## src/rtl/scarv_cop_insn_seq.sv

```systemverilog
// scarv_cop_insn_seq: accepts one COP instruction at a time, dispatches it to a single FU,
// collects that FU's completion, commits the CPR write and returns a result code to the CPU.
module scarv_cop_insn_seq #(
    parameter int NFU     = 4,
    parameter int TIMEOUT = 255
) (
    input  logic               g_clk,
    input  logic               g_resetn,
    input  logic               cpu_insn_req,
    output logic               cpu_insn_ack,
    input  logic [31:0]        cpu_insn_enc,
    input  logic [31:0]        cpu_insn_rs1,
    input  logic               cpu_abort,
    output logic [31:0]        enc_q,
    input  logic [NFU-1:0]     dec_fu_sel,
    input  logic               dec_invalid_opcode,
    input  logic [3:0]         dec_arg_crd,
    output logic [NFU-1:0]     fu_req,
    output logic [31:0]        fu_rs1,
    input  logic [NFU-1:0]     fu_done,
    input  logic [3*NFU-1:0]   fu_result,
    input  logic [NFU-1:0]     fu_cpr_wen,
    input  logic [32*NFU-1:0]  fu_cpr_wdata,
    input  logic [NFU-1:0]     fu_gpr_wen,
    input  logic [32*NFU-1:0]  fu_gpr_wdata,
    output logic               cpr_wen,
    output logic [3:0]         cpr_waddr,
    output logic [31:0]        cpr_wdata,
    output logic               cpu_rsp_valid,
    input  logic               cpu_rsp_ack,
    output logic [2:0]         cpu_rsp_result,
    output logic               cpu_rsp_wen,
    output logic [31:0]        cpu_rsp_wdata
);
    localparam logic [2:0] RES_SUCCESS = 3'd0;
    localparam logic [2:0] RES_ABORT   = 3'd1;
    localparam logic [2:0] RES_BAD_INS = 3'd2;

    typedef enum logic [1:0] {S_IDLE, S_DECODE, S_WAIT, S_RESP} state_t;

    state_t          state_q;
    logic [NFU-1:0]  fu_req_q;
    logic [31:0]     fu_rs1_q;
    logic [7:0]      timer_q;
    logic            cpr_wen_q;
    logic [3:0]      cpr_waddr_q;
    logic [31:0]     cpr_wdata_q;
    logic            rsp_valid_q;
    logic [2:0]      rsp_result_q;
    logic            rsp_wen_q;
    logic [31:0]     rsp_wdata_q;

    logic [2:0]      sel_result;
    logic            sel_cpr_wen;
    logic [31:0]     sel_cpr_wdata;
    logic            sel_gpr_wen;
    logic [31:0]     sel_gpr_wdata;
    logic            done_hit;
    logic            fu_ok;
    logic [2:0]      fu_code;
    logic            sel_onehot;
    logic            timed_out;

    // fu_req_q is one-hot while waiting, so OR-ing the masked lanes selects the active FU
    always_comb begin
        sel_result    = '0;
        sel_cpr_wen   = 1'b0;
        sel_cpr_wdata = '0;
        sel_gpr_wen   = 1'b0;
        sel_gpr_wdata = '0;
        for (int i = 0; i < NFU; i++) begin
            sel_result    |= fu_req_q[i] ? fu_result[3*i +: 3]     : 3'd0;
            sel_cpr_wen   |= fu_req_q[i] & fu_cpr_wen[i];
            sel_cpr_wdata |= fu_req_q[i] ? fu_cpr_wdata[32*i +: 32] : 32'd0;
            sel_gpr_wen   |= fu_req_q[i] & fu_gpr_wen[i];
            sel_gpr_wdata |= fu_req_q[i] ? fu_gpr_wdata[32*i +: 32] : 32'd0;
        end
    end

    assign done_hit   = |(fu_done & fu_req_q);
    assign fu_ok      = sel_result == RES_SUCCESS;
    // BAD_INS from an FU and the unused code 7 are reported to the CPU as ABORT
    assign fu_code    = (sel_result == RES_BAD_INS || sel_result == 3'd7) ? RES_ABORT : sel_result;
    assign sel_onehot = (dec_fu_sel != '0) && ((dec_fu_sel & (dec_fu_sel - NFU'(1))) == '0);
    // timer_q counts completed WAIT cycles; the abort lands on the edge ending the TIMEOUT-th
    assign timed_out  = timer_q == 8'(TIMEOUT - 1);

    assign cpu_insn_ack   = (state_q == S_IDLE) && cpu_insn_req;
    assign fu_req         = fu_req_q;
    assign fu_rs1         = fu_rs1_q;
    assign cpr_wen        = cpr_wen_q;
    assign cpr_waddr      = cpr_waddr_q;
    assign cpr_wdata      = cpr_wdata_q;
    assign cpu_rsp_valid  = rsp_valid_q;
    assign cpu_rsp_result = rsp_result_q;
    assign cpu_rsp_wen    = rsp_wen_q;
    assign cpu_rsp_wdata  = rsp_wdata_q;

    always_ff @(posedge g_clk or negedge g_resetn) begin
        if (!g_resetn) begin
            state_q      <= S_IDLE;
            enc_q        <= '0;
            fu_rs1_q     <= '0;
            fu_req_q     <= '0;
            timer_q      <= '0;
            cpr_wen_q    <= 1'b0;
            cpr_waddr_q  <= '0;
            cpr_wdata_q  <= '0;
            rsp_valid_q  <= 1'b0;
            rsp_result_q <= '0;
            rsp_wen_q    <= 1'b0;
            rsp_wdata_q  <= '0;
        end else begin
            cpr_wen_q <= 1'b0;
            case (state_q)
                S_IDLE: begin
                    if (cpu_insn_req) begin
                        enc_q    <= cpu_insn_enc;
                        fu_rs1_q <= cpu_insn_rs1;
                        state_q  <= S_DECODE;
                    end
                end
                S_DECODE: begin
                    if (dec_invalid_opcode || !sel_onehot) begin
                        rsp_valid_q  <= 1'b1;
                        rsp_result_q <= RES_BAD_INS;
                        rsp_wen_q    <= 1'b0;
                        rsp_wdata_q  <= '0;
                        state_q      <= S_RESP;
                    end else begin
                        fu_req_q <= dec_fu_sel;
                        timer_q  <= '0;
                        state_q  <= S_WAIT;
                    end
                end
                S_WAIT: begin
                    if (done_hit) begin
                        fu_req_q     <= '0;
                        rsp_valid_q  <= 1'b1;
                        rsp_result_q <= fu_code;
                        rsp_wen_q    <= sel_gpr_wen && fu_ok;
                        rsp_wdata_q  <= (sel_gpr_wen && fu_ok) ? sel_gpr_wdata : 32'd0;
                        cpr_wen_q    <= sel_cpr_wen && fu_ok;
                        if (sel_cpr_wen && fu_ok) begin
                            cpr_waddr_q <= dec_arg_crd;
                            cpr_wdata_q <= sel_cpr_wdata;
                        end
                        state_q      <= S_RESP;
                    end else if (cpu_abort || timed_out) begin
                        fu_req_q     <= '0;
                        rsp_valid_q  <= 1'b1;
                        rsp_result_q <= RES_ABORT;
                        rsp_wen_q    <= 1'b0;
                        rsp_wdata_q  <= '0;
                        state_q      <= S_RESP;
                    end else begin
                        timer_q <= timer_q + 8'd1;
                    end
                end
                S_RESP: begin
                    if (cpu_rsp_ack) begin
                        rsp_valid_q  <= 1'b0;
                        rsp_result_q <= '0;
                        rsp_wen_q    <= 1'b0;
                        rsp_wdata_q  <= '0;
                        state_q      <= S_IDLE;
                    end
                end
                default: state_q <= S_IDLE;
            endcase
        end
    end
endmodule

```

## config.mk

```make
export PLATFORM = sky130hd
export DESIGN_NAME = scarv_cop_insn_seq
export DESIGN_NICKNAME = d
export VERILOG_FILES = /design/src/rtl/scarv_cop_insn_seq.sv
export SDC_FILE = /design/constraint.sdc
export NUM_CORES = 1
export LEC_CHECK = 0
export CORE_AREA = 2 2 197 199
export DETAILED_ROUTE_END_ITERATION = 12
export DIE_AREA = 0 0 199 201
export DONT_BUFFER_PORTS = 1
export GPL_TIMING_DRIVEN = 0
export MAX_ROUTING_LAYER = met4
export SETUP_SLACK_MARGIN = 0.3
export SYNTH_ARGS = -nofsm -noshare
export SYNTH_HDL_FRONTEND = slang
export SYNTH_SLANG_ARGS = --single-unit
```

## constraint.sdc

```tcl
create_clock -name g_clk -period 2.8 [get_ports g_clk]
set_clock_uncertainty 0.05 [all_clocks]
set_input_delay 0.56 -clock g_clk [delete_from_list [all_inputs] [get_ports g_clk]]
set_output_delay 0.56 -clock g_clk [all_outputs]
set_load 0.02 [all_outputs]
```

==> flow_metrics.tcl <==
set metrics [dict create \
    netlist_top_cells_count "dfrtp_1, mux2_2, a22oi_1" \
    power_density_nw_per_um2 1240 \
    drcViolationCount 0 \
    synthAdderAreaFrac 0.0113 \
    route.met3.wl_um 2980 \
    synth_enable_flop_cells 0 \
    fmax_mhz 412 \
    synth-seq-cells 152 \
    ioPinCount 501 \
    htree_levels 4 \
    syn-cell-area_um2 7760 \
    clock-root-buffer "clkbuf_16" \
    grt_pass1_vias 6175 \
    worst-path-max-fanout 10 \
    area_delta_synth_final_pct 19.1 \
    cp.arrival_ns 2.68 \
    synth.net_count 1022 \
    worstHoldPathType "in2async" \
    share_of_flip_flops_with_an_asynchronous_set_or_reset 1.00 \
    violations "hold timing" \
    via_total_after_detailed_routing 6255 \
    synthSimpleGateAreaFrac 0.0464 \
    synth.yosys.seq_area_share 0.490 \
    timing.max_cap.violations 0 \
    final_nets 1051 \
    compound_gate_fraction_of_synth_area 0.258 \
    first_iter_violations 562 \
    grt_start_max_net_pins 153 \
    whs_ns -0.234 \
    synth_largest_area_cell "dfrtp_1" \
    viasPerCell 5.12 \
    grt_pass1_wl_um 44200 \
    floorplan.initialDensity 0.204 \
    path_clk_slew_ns 0.07 \
    totalWireLength_um 32000 \
    ys_dominant_reg_cell "dfrtp_1" \
    final_critical_path_required_period_ns 2.42 \
    antenna_found_initial 5 \
    muxShareOfSynthArea 0.148 \
    skew_pair_late_insertion_delay_ns 0.44 \
    placement.io_buffers 0 \
    worst_ir_drop_vdd_uv 462 \
    finalHoldViolations 152 \
    hpwlAfterDp_um 24100 \
    timing_max_transition_violations_final 0 \
    met2_wl_um 14800 \
    crit_type "reg2reg" \
    yosys.cell_types.count 46 \
    highest_routed_metal_layer "met4" \
    slew_at_the_pin_closest_to_its_max_slew_limit_ns 1.08 \
    gr-total-overflow 0 \
    number_of_search_and_repair_iterations_in_the_first_detailed_routing_pass 5 \
    critical_path.n_buffers_inverters 3 \
    post-route-worst-setup-slack_ns 0.375 \
    die_width_um 199 \
    mapped_cells 657 \
    timing.critical_path.required_ns 3.06 \
    drt-wirelength-per-cell_um 26.2 \
    synth_top_area_frac 0.490 \
    cts.sinks 152 \
    met1_length_um 13300 \
    postSynthAreaPerCell_um2 11.8 \
    grt_setup_unrepaired "true" \
    number_of_buffers_created_by_cts 17 \
    final_layout_size_suffix_gt1_frac 0.282 \
    max-clock-path-buffers 2 \
    die_height_um 201 \
    critical_path.slowest_cell "dfrtp_2" \
    setup_tns_ns 0 \
    post_detailed_route_count_of_antenna_violating_nets 0 \
    place_congestion 0.907 \
    fp-row-count 72 \
    synth_area_leaders "dfrtp_1, mux2_2, a22oi_1" \
    synthXorXnorAreaFrac 0.00226 \
    result_of_the_run "finished, violations left" \
    setup_viol 0 \
    fp.coreArea_um2 38100 \
    cts_tree "done" \
    fin_crit_sh 0.866 \
    synthesis.yosys.warnings 0 \
    relative_max_transition_margin 0.283 \
    total_power_uw 11500 \
    timing.critical_path.cells "clkbuf_4 > a22o_4 > a221oi_4 > nand4_1 > a21oi_4 > buf_12 > buf_8 > mux2_1" \
    groute.usage.overall 0.160 \
    crit_path_start_kind "register" \
    power.static_leakage_uw 0.00384 \
    critical_path.top_delay_family "compound AO/OA/AOI/OAI gates" \
    slowest_delay_ns 0.46 \
    combinational_family_with_the_most_area_after_synthesis "compound AO/OA/AOI/OAI gates" \
    synthMostInstantiatedCell "dfrtp_1" \
    design.die.area_um2 40000 \
    end_kind "register" \
    dpl_worst_slack_ns -0.472 \
]
==> per-stage QoR <==
stage | cells | util | area, um2
final | 1221 | 0.242 | 9240
after global routing | 1221 | 0.242 | 9240
after CTS | 1211 | 0.240 | 9160
after detailed placement | 1175 | 0.221 | 8410
after global placement | 1175 | 0.221 | 8410
after floorplan | 657 | - | 7760
==> cells by family after synthesis <==
| logic type | after synthesis |
|---|---|
| adders and majority gates | 7 |
| muxes | 102 |
| xor gates and xnor gates | 2 |
| DFF | 152 |
| AOI/OAI and AO/OA | 247 |
| and+or+nand+nor | 74 |
| buffers and inverters | 73 |
==> sequential cells by signal (all words and copies together), names as in the netlist <==
name and count:
cpr_wen 1, cpu_rsp_wen 1, cpu_rsp_result 3, cpr_waddr 4
cpu_rsp_wdata 32, cpu_rsp_valid 1, fu_req 4, timer_q 8
state_q 2, fu_rs1 32, cpr_wdata 32, enc_q 32
==> worst register-to-register path: stages, from the launching register on <==
cell	delay, ns
dfrtp_2	0.46
clkbuf_4	0.20
a22o_4	0.27
a221oi_4	0.25
nand4_1	0.21
a21oi_4	0.18
buf_12	0.16
buf_8	0.18
mux2_1	0.35
==> cell usage in the layout (no fill, tap or decap), types with 3 or more instances in the layout <==
master | Yosys | routed
o21ai_0 | 46 | 46
or4_1 | 6 | 6
buf_1 | 7 | 4
a21oi_1 | 7 | 7
buf_12 | 0 | 4
dfrtp_1 | 152 | 148
buf_6 | 8 | 5
dfrtp_2 | 0 | 4
o31ai_2 | 28 | 28
a221oi_1 | 32 | 31
buf_4 | 0 | 9
nand2_1 | 42 | 40
clkbuf_2 | 0 | 13
o31ai_1 | 13 | 13
nand3_1 | 6 | 6
mux2_2 | 73 | 73
a22oi_1 | 70 | 68
a22o_1 | 35 | 34
ha_1 | 7 | 7
a221oi_4 | 0 | 3
nand2b_1 | 3 | 3
mux2_1 | 29 | 29
buf_2 | 6 | 9
nor2_1 | 3 | 3
clkinv_2 | 0 | 3
diode_2 | 0 | 5
clkbuf_1 | 40 | 21
clkbuf_16 | 0 | 17
inv_1 | 12 | 10
inv_6 | 0 | 6
==> power breakdown <==
group,internal [uW],switching [uW]
clock,1240,1050
combinational,1810,2700
sequential,3030,1670
total,6080,5420
==> final timing paths <==
kind / start / to / slack (ns) / cells past startpoint
setup / recovery: fu_req[1] / cpr_wdata[23] / 0.38 / 8
hold / removal: g_resetn / enc_q[28] / -0.23 / 0
setup reg to reg: fu_req[1] / cpr_wdata[23] / 0.38 / 8
hold reg to reg: timer_q[7] / timer_q[7] / 0.51 / 2
max in group asynchronous: g_resetn / cpu_rsp_wdata[8] / 2.70 / 0
min in group g_clk: dec_arg_crd[0] / cpr_waddr[0] / 0.21 / 1
==> layout make-up <==
class,instances,area (um2)
Antenna cell,5,12.5
Buffer,61,380
Clock buffer,17,425
Clock inverter,14,136
Fill cell,4048,28900
Inverter,12,48.8
Multi-Input combinational cell,432,3680
Sequential cell,152,3810
Tap cell,518,648
Timing Repair Buffer,10,100
==> repair_timing <==
action	CTS	global route
setup buffers	5	5
setup endpoints to repair	126	71
gates resized for setup	47	16
hold endpoints to repair	152	152
pin swaps	2	2
==> layer usage <==
layer	global-route usage	vias up
met2	0.240	394
met1	0.199	3197
met3	0.0563	49
met4	0.0549	0
met5	-	-
li1	-	2615
Note: power is estimated with default switching activity, not from simulation.
